### config.mk
export PLATFORM = sky130hd
export DESIGN_NAME = imm_rot_encoder
export DESIGN_NICKNAME = d
export VERILOG_FILES = /design/src/rtl/imm_rot_encoder_pkg.sv /design/src/rtl/imm_rot_encoder_rot_fit_check.sv /design/src/rtl/imm_rot_encoder.sv
export SDC_FILE = /design/constraint.sdc
export NUM_CORES = 1
export LEC_CHECK = 0
export CORE_MARGIN = 2
export CORE_UTILIZATION = 45
export DETAILED_ROUTE_END_ITERATION = 8
export PLACE_DENSITY = 0.73
export SLEW_MARGIN = 25
export SYNTH_ARGS = -nofsm -noshare
export SYNTH_HDL_FRONTEND = slang
export SYNTH_SLANG_ARGS = --single-unit
### constraint.sdc
create_clock -name clk -period 4.2 [get_ports clk]
set_input_delay 1.05 -clock clk [delete_from_list [all_inputs] [get_ports clk]]
set_output_delay 1.05 -clock clk [all_outputs]
set_load 0.005 [all_outputs]
### src/rtl/imm_rot_encoder_pkg.sv
// Shared types and defaults for the rotated-immediate encoder.
package imm_enc_pkg;

   localparam int unsigned DATA_W_DEF = 32;
   localparam int unsigned IMM_W_DEF  = 8;
   localparam int unsigned ROT_W_DEF  = 4;

   // Highest rotate index tried before declaring the value unencodable.
   localparam int unsigned LAST_ROT = (2 ** ROT_W_DEF) - 1;

   typedef enum logic [1:0] {
      IDLE   = 2'd0,
      SEARCH = 2'd1,
      DONE   = 2'd2
   } state_t;

endpackage

### src/rtl/imm_rot_encoder_rot_fit_check.sv
// Tests one rotation candidate: rotates value left by 2*r and reports whether it fits in IMM_W bits.
module rot_fit_check
   import imm_enc_pkg::*;
#(
   parameter int unsigned DATA_W = DATA_W_DEF,
   parameter int unsigned IMM_W  = IMM_W_DEF,
   parameter int unsigned ROT_W  = ROT_W_DEF
) (
   input  logic [DATA_W-1:0] value,
   input  logic [ROT_W-1:0]  r,
   output logic [DATA_W-1:0] cand,
   output logic              fit
);

   logic [2*DATA_W-1:0] doubled;

   // Left rotate via a doubled word: the upper half after shifting is the rotation.
   always_comb begin
      doubled = {value, value} << {r, 1'b0};
      cand    = doubled[2*DATA_W-1:DATA_W];
      fit     = ~|cand[DATA_W-1:IMM_W];
   end

endmodule

### src/rtl/imm_rot_encoder.sv
// Multi-cycle search for the {rot4, imm8} immediate form of a 32-bit constant, one rotation per clock.
module imm_rot_encoder
   import imm_enc_pkg::*;
#(
   parameter int unsigned DATA_W = DATA_W_DEF,
   parameter int unsigned IMM_W  = IMM_W_DEF,
   parameter int unsigned ROT_W  = ROT_W_DEF
) (
   input  logic              clk,
   input  logic              rst_n,
   input  logic              start,
   input  logic [DATA_W-1:0] value,
   input  logic              c_in,
   output logic              busy,
   output logic              done,
   output logic              encodable,
   output logic [IMM_W-1:0]  imm8,
   output logic [ROT_W-1:0]  rot4,
   output logic [11:0]       operand12,
   output logic              carry_out
);

   state_t              state;
   logic [ROT_W-1:0]    r;
   logic [DATA_W-1:0]   val_q;
   logic                c_q;
   logic [DATA_W-1:0]   cand;
   logic                fit;

   rot_fit_check #(
      .DATA_W (DATA_W),
      .IMM_W  (IMM_W),
      .ROT_W  (ROT_W)
   ) u_fit (
      .value (val_q),
      .r     (r),
      .cand  (cand),
      .fit   (fit)
   );

   assign operand12 = {rot4, imm8};

   always_ff @(posedge clk or negedge rst_n) begin
      if (!rst_n) begin
         state     <= IDLE;
         r         <= '0;
         val_q     <= '0;
         c_q       <= 1'b0;
         busy      <= 1'b0;
         done      <= 1'b0;
         encodable <= 1'b0;
         imm8      <= '0;
         rot4      <= '0;
         carry_out <= 1'b0;
      end else begin
         case (state)
            IDLE: begin
               if (start) begin
                  val_q <= value;
                  c_q   <= c_in;
                  r     <= '0;
                  busy  <= 1'b1;
                  state <= SEARCH;
               end
            end
            SEARCH: begin
               if (fit) begin
                  encodable <= 1'b1;
                  imm8      <= IMM_W'(cand);
                  rot4      <= r;
                  // Non-zero rotation exposes the rotated MSB as the shifter carry.
                  carry_out <= (r == '0) ? c_q : val_q[DATA_W-1];
                  done      <= 1'b1;
                  state     <= DONE;
               end else if (r == ROT_W'(LAST_ROT)) begin
                  encodable <= 1'b0;
                  imm8      <= '0;
                  rot4      <= '0;
                  carry_out <= c_q;
                  done      <= 1'b1;
                  state     <= DONE;
               end else begin
                  r <= r + 1'b1;
               end
            end
            DONE: begin
               done  <= 1'b0;
               busy  <= 1'b0;
               state <= IDLE;
            end
            default: state <= IDLE;
         endcase
      end
   end

endmodule
# Word level (Yosys, flattened, before mapping)
# Cells that the tools add are included.
[classes]
add_sub_neg = 1
n_mul = 0
div_mod_pow = 0
order_cmp = 0
eq_ne = 8
shifts = 1
muxes = 22
bitwise_logic = 0
reduce_logical = 12
[op_table]
columns = ["cell", "n"]
rows = [
  ["64-bit by 5-bit << shifter with 64-bit output", 1],
  ["24-bit OR reduction", 1],
  ["4-bit two-way mux", 5],
  ["8-bit two-way mux", 2],
  ["2-bit AND reduction", 5],
  ["1-bit two-way mux", 8],
  ["4-bit case mux with 2 select lines", 1],
  ["2-bit two-way mux", 3],
  ["2-bit inequality test (second input constant)", 3],
  ["2-bit nonzero test", 3],
  ["4-bit by 1-bit adder with 4-bit output (second input constant)", 1],
  ["4-bit == test (second input constant)", 1],
  ["4-bit logical NOT", 1],
  ["1-bit case mux with 2 select lines", 2],
  ["2-bit case mux with 2 select lines", 1],
  ["4-bit AND reduction", 1],
  ["3-bit inequality test (second input constant)", 1],
  ["2-bit by 1-bit == test with 1-bit output (second input constant)", 1],
  ["2-bit == test (second input constant)", 1],
  ["2-bit logical NOT", 1],
  ["2-bit by 1-bit inequality test with 1-bit output (second input constant)", 1],
]
[totals]
register_bits = 55
latchBits = 0
ram_bits = 0
romBits = 0
in_bits = 36
mem_count = 0

# Longest topological paths before layout
[logic_depth]
word_depth = 4
mapped_depth = 13

# By module
# From an unflattened synthesis, not the netlist that was laid out.
[hier_totals]
cells_unflattened = 321
area_unflattened_um2 = 3912.5
[by_module_without_submodules]
columns = ["mod", "n_inst", "cells_per_inst", "area_per_inst_um2", "seq_area_each_um2"]
rows = [
  ["imm_rot_encoder", 1, 155, 2215.9, 1376.3],
  ["rot_fit_check", 1, 166, 1696.6, 0.0],
]

# Worst setup path after synthesis
# No wires, ideal clock.
[synth_timing]
path_kind = "register -> register"
start = "register r[0]"
end = "register carry_out"
setup_time_ns = 0.123
t_arrival_ns = 2.727
required_time_ns = 4.077
setup_slack_ns = 1.351
stages_incl_launch_ff = 11
period_less_slack_ns = 2.849
path_cell_list = "dfrtp_1 > buf_6 > buf_6 > mux4_2 > nor4_2 > o2111ai_1 > nor4b_2 > o22ai_2 > mux2_1 > or3_1 > o221a_2"
[synth_via]
elab_chain_len = 4
word_cells_on_any_way = 8
classes_between = "eq/ne (2); shift (1); mux (2); reduce/logical (3)"
[synth_rtl]
columns = ["element", "line_no", "text"]
rows = [
  ["start, declared", "imm_rot_encoder.sv:24", "logic [ROT_W-1:0] r;"],
  ["start signal, assigned", "imm_rot_encoder.sv:83", "r <= r + 1'b1;"],
  ["64-bit by 5-bit << shifter with 64-bit output", "imm_rot_encoder_rot_fit_check.sv:19", "doubled = {value, value} << {r, 1'b0};"],
  ["24-bit OR reduction", "imm_rot_encoder_rot_fit_check.sv:21", "fit = ~|cand[DATA_W-1:IMM_W];"],
  ["2-bit inequality test (no line)", "--", ""],
  ["2-bit AND reduction (no line)", "--", ""],
  ["end signal, assigned", "imm_rot_encoder.sv:72", "carry_out <= (r == '0) ? c_q : val_q[DATA_W-1];"],
  ["end signal, assigned", "imm_rot_encoder.sv:79", "carry_out <= c_q;"],
  ["end, declared", "imm_rot_encoder.sv:20", "output logic carry_out"],
]
# Several ways; a longest one is shown, not always the timed one.
# A chain may end at the register's enable or synchronous reset.

# Worst setup path in the final report
[layout_timing]
start = "register r[0]"
end = "register rot4[0]"
[layout_via]
elab_chain_len = 4
word_cells_on_any_way = 6
classes_between = "eq/ne (2); shift (1); mux (1); reduce/logical (2)"
[layout_rtl]
columns = ["element", "line_no", "text"]
rows = [
  ["64-bit by 5-bit << shifter with 64-bit output", "imm_rot_encoder_rot_fit_check.sv:19", ""],
  ["24-bit OR reduction", "imm_rot_encoder_rot_fit_check.sv:21", ""],
  ["2-bit inequality test (no line)", "--", ""],
  ["2-bit AND reduction (no line)", "--", ""],
  ["end signal, assigned", "imm_rot_encoder.sv:70", "rot4 <= r;"],
  ["end, declared", "imm_rot_encoder.sv:18", "output logic [ROT_W-1:0] rot4,"],
]
# Several ways; a longest one is shown, not always the timed one.

==> impl_metrics.sql <==
INSERT INTO impl_metrics (metric_group, metric, value, unit) VALUES
('outcome', 'status', 'finished, final reports clean', ''),
('global_routing', 'grt_max_degree', '35', ''),
('critical_path', 'path_buf_inv', '3', ''),
('hold_path', 'hold_path.class', 'reg2reg', ''),
('floorplan', 'floorplan.io_pins', '64', ''),
('sta', 'worstMarginPinSlew', '762.3', 'ps'),
('synth', 'number_of_enable_flip_flop_cells_after_synthesis', '0', ''),
('critical_path', 'crit_top_cell', 'buf_4', ''),
('sta', 'report.final.slew_viol_count', '0', ''),
('hold_path', 'hold_wc_startpoint', 'encodable$_DFFE_PN0P_', ''),
('hold_path', 'worst_hold_path.endpoint', 'encodable$_DFFE_PN0P_', ''),
('synth', 'synth_async_sr_flop_share', '100.0', '%'),
('route', 'route.final.wire_length', '10300', 'um'),
('floorplan', 'std_cell_rows', '34', ''),
('critical_path', 'worstPathArrival', '3820', 'ps'),
('route', 'via_count', '3368', ''),
('critical_path', 'cp.required', '4370', 'ps'),
('sta', 'post-route-worst-setup-slack', '554.3', 'ps'),
('critical_path', 'regToRegSetupSlack', '550', 'ps'),
('placed_design', 'place_ws', '593.2', 'ps'),
('clock_network', 'cts_hold_buf', '0', ''),
('critical_path', 'crit-reg2reg-launch', 'r[0]$_DFFE_PN0P_', ''),
('clock_network', 'cts_tree', 'built', ''),
('layout', 'multi_input_comb_area', '2399', 'um^2'),
('clock_network', 'cts_buffers', '5', ''),
('global_routing', 'grt.overflow.total', '0', ''),
('floorplan', 'fp.dieArea', '9839', 'um^2'),
('synth', 'yosysUniqueCellTypes', '56', ''),
('flow_run', 'maximum_capacitance_violations', '0', ''),
('route', 'drtPass1Iterations', '5', ''),
('critical_path', 'critical-path-top-delay-family', 'compound AO/OA/AOI/OAI gates', ''),
('layout', 'register_area', '1378', 'um^2'),
('critical_path', 'crit_path_start_kind', 'register', ''),
('hold_path', 'hold_path_depth', '2', ''),
('synth', 'synthesis.instances', '377', ''),
('synth', 'synthesis.area_per_instance', '10.82', 'um^2'),
('synth', 'ys.flop_type', 'dfrtp_1', ''),
('clock_network', 'cts.sinks', '55', ''),
('critical_path', 'timing.critical_path.fanout_max', '26', ''),
('synth', 'synthDominantAreaCellType', 'dfrtp_1', ''),
('critical_path', 'cp_num_cells', '10', ''),
('placed_design', 'dp_hpwl', '7623', 'um'),
('route', 'antenna_violating_nets_post_route', '0', ''),
('critical_path', 'critical_path_cell_list', 'buf_4, inv_1, a2111o_1, a211o_1, nor4b_2, o22ai_2, or2_0, buf_4, nand3_1, o21ai_0', ''),
('sta', 'highest_achievable_clock_rate', '274.3', 'MHz'),
('global_routing', 'grt_first_pass_wirelength', '16950', 'um'),
('synth', 'synthDominantCellAreaShare', '33.75', '%'),
('sta', 'finalSetupTns', '0', 'ps'),
('sta', 'finalClockSkew', '8.078', 'ps'),
('clock_network', 'cts_resized', '0', ''),
('synth', 'synth.area.top_cells', 'dfrtp_1, mux2_2, mux4_2', ''),
('global_routing', 'globalRouteTotalUtil', '21.45', '%'),
('sta', 'grt_setup_unrepaired', 'false', ''),
('synth', 'synth.ff_latch_count', '55', ''),
('layout', 'syn_to_final_growth', '17.00', '%'),
('placed_design', 'gp_routability_congestion', '0.9630', ''),
('floorplan', 'chipWidth', '99.19', 'um'),
('route', 'dr_vias_cell', '6.415', ''),
('sta', 'slew-limit-headroom', '49.18', '%'),
('power_and_ir_drop', 'total_leakage_power', '1.874', 'nW'),
('floorplan', 'initial_utilization', '46.53', '%'),
('clock_network', 'cts.path.max_buffers', '2', ''),
('clock_network', 'worst_setup_hold_path_clk_slew', '100', 'ps'),
('synth', 'yosysWarnings', '0', ''),
('route', 'drtIter0Drc', '415', ''),
('placed_design', 'io_buffer_count', '63', ''),
('synth', 'yosysMostFrequentCell', 'dfrtp_1', ''),
('layout', 'final_util', '54.44', '%'),
('route', 'drcViolationCount', '0', ''),
('route', 'detail_route.wl_per_cell', '19.63', 'um'),
('sta', 'finalSetupViolations', '0', '');
==> flip-flops by register name (all words and copies together) (netlist names) <==
signal,count
encodable,1
rot4,4
r,4
imm8,8
carry_out,1
val_q,32
c_q,1
done,1
state,2
busy,1
==> metal layers <==
layer  GRT usage, %  wire, um
met1          29.24      4193
met2          33.68      4773
met3          4.287       915
met4          8.851       422
met5              0         0
==> worst max path at each step <==
stage | start | endpoint | slack, ps
after floorplan | r[0]$_DFFE_PN0P_ | carry_out$_DFFE_PN0P_ | 1350
after global placement | r[0]$_DFFE_PN0P_ | rot4[0]$_DFFE_PN0P_ | 670
after detailed placement | r[0]$_DFFE_PN0P_ | rot4[0]$_DFFE_PN0P_ | 590
after CTS | r[0]$_DFFE_PN0P_ | rot4[0]$_DFFE_PN0P_ | 570
after global routing | r[0]$_DFFE_PN0P_ | imm8[5]$_DFFE_PN0P_ | 250
final | r[0]$_DFFE_PN0P_ | rot4[0]$_DFFE_PN0P_ | 550
==> worst min-delay path, stage by stage (launching register included) <==
cell	delay (ps)
dfrtp_1	360
nand2_1	50
nand2_1	60
==> where the power goes <==
part	total, W	internal (W)	switching (W)	leakage [nW]
clock	0.000345	0.000179	0.000167	0.0524
combinational	0.00186	0.00101	0.000852	1.15
sequential	0.00119	0.000708	0.000483	0.676
==> logic make-up (layout without fill, tap and decap cells) <==
family	after synthesis	count (layout)	share of synthesized area, %
muxes	82	82	30.78
buffers and inverters	54	94	7.426
AOI/OAI and AO/OA	74	74	12.80
and+or+nand+nor	107	107	13.72
DFF	55	55	33.75
adders and majority gates	5	5	1.534
==> per-stage QoR <==
| step | hold slack (ps) | cells | instance area, um^2 | power (W) |
|---|---|---|---|---|
| finish | 494.2 | 525 | 4771 | 0.003395 |
| global route | 532.9 | 525 | 4771 | 0.003595 |
| CTS | 497.0 | 525 | 4771 | 0.003356 |
| detailed placement | 473.5 | 517 | 4664 | 0.002998 |
| global placement | 466.0 | 517 | 4664 | 0.002965 |
| floorplan | 469.8 | 377 | 4078 | 0.002499 |
==> layout by cell type, fill, tap and decap left out, types with 2 or more instances in the layout <==
| cell | count |
|---|---|
| inv_1 | 11 |
| ha_1 | 5 |
| clkbuf_1 | 2 |
| nor2b_1 | 5 |
| mux4_1 | 8 |
| a21o_1 | 4 |
| nand3_1 | 18 |
| a211oi_1 | 15 |
| mux2_2 | 40 |
| nor4_1 | 6 |
| nor2_1 | 19 |
| or3_1 | 2 |
| a21oi_1 | 13 |
| o21ai_0 | 10 |
| dfrtp_1 | 54 |
| o21ai_1 | 6 |
| clkdlybuf4s50_1 | 62 |
| mux2i_1 | 13 |
| nand4_1 | 2 |
| nor3b_1 | 4 |
| o2111ai_1 | 2 |
| nor3_1 | 10 |
| nand2_1 | 23 |
| mux4_2 | 19 |
| a211o_1 | 3 |
| or4_1 | 3 |
| o31ai_1 | 3 |
| buf_4 | 11 |
| a2111oi_0 | 4 |
| and2_1 | 3 |
| clkbuf_8 | 5 |
| a2111o_1 | 2 |
| nand2b_1 | 5 |
==> layout make-up <==
type	instances	share of cell area, %
Inverter	12	0.9441
Timing Repair Buffer	74	14.84
Tap cell	108	2.832
Multi-Input combinational cell	268	50.28
Clock inverter	1	0.6294
Clock buffer	7	1.600
Sequential cell	55	28.87
Note: power is estimated with default switching activity, not from simulation.
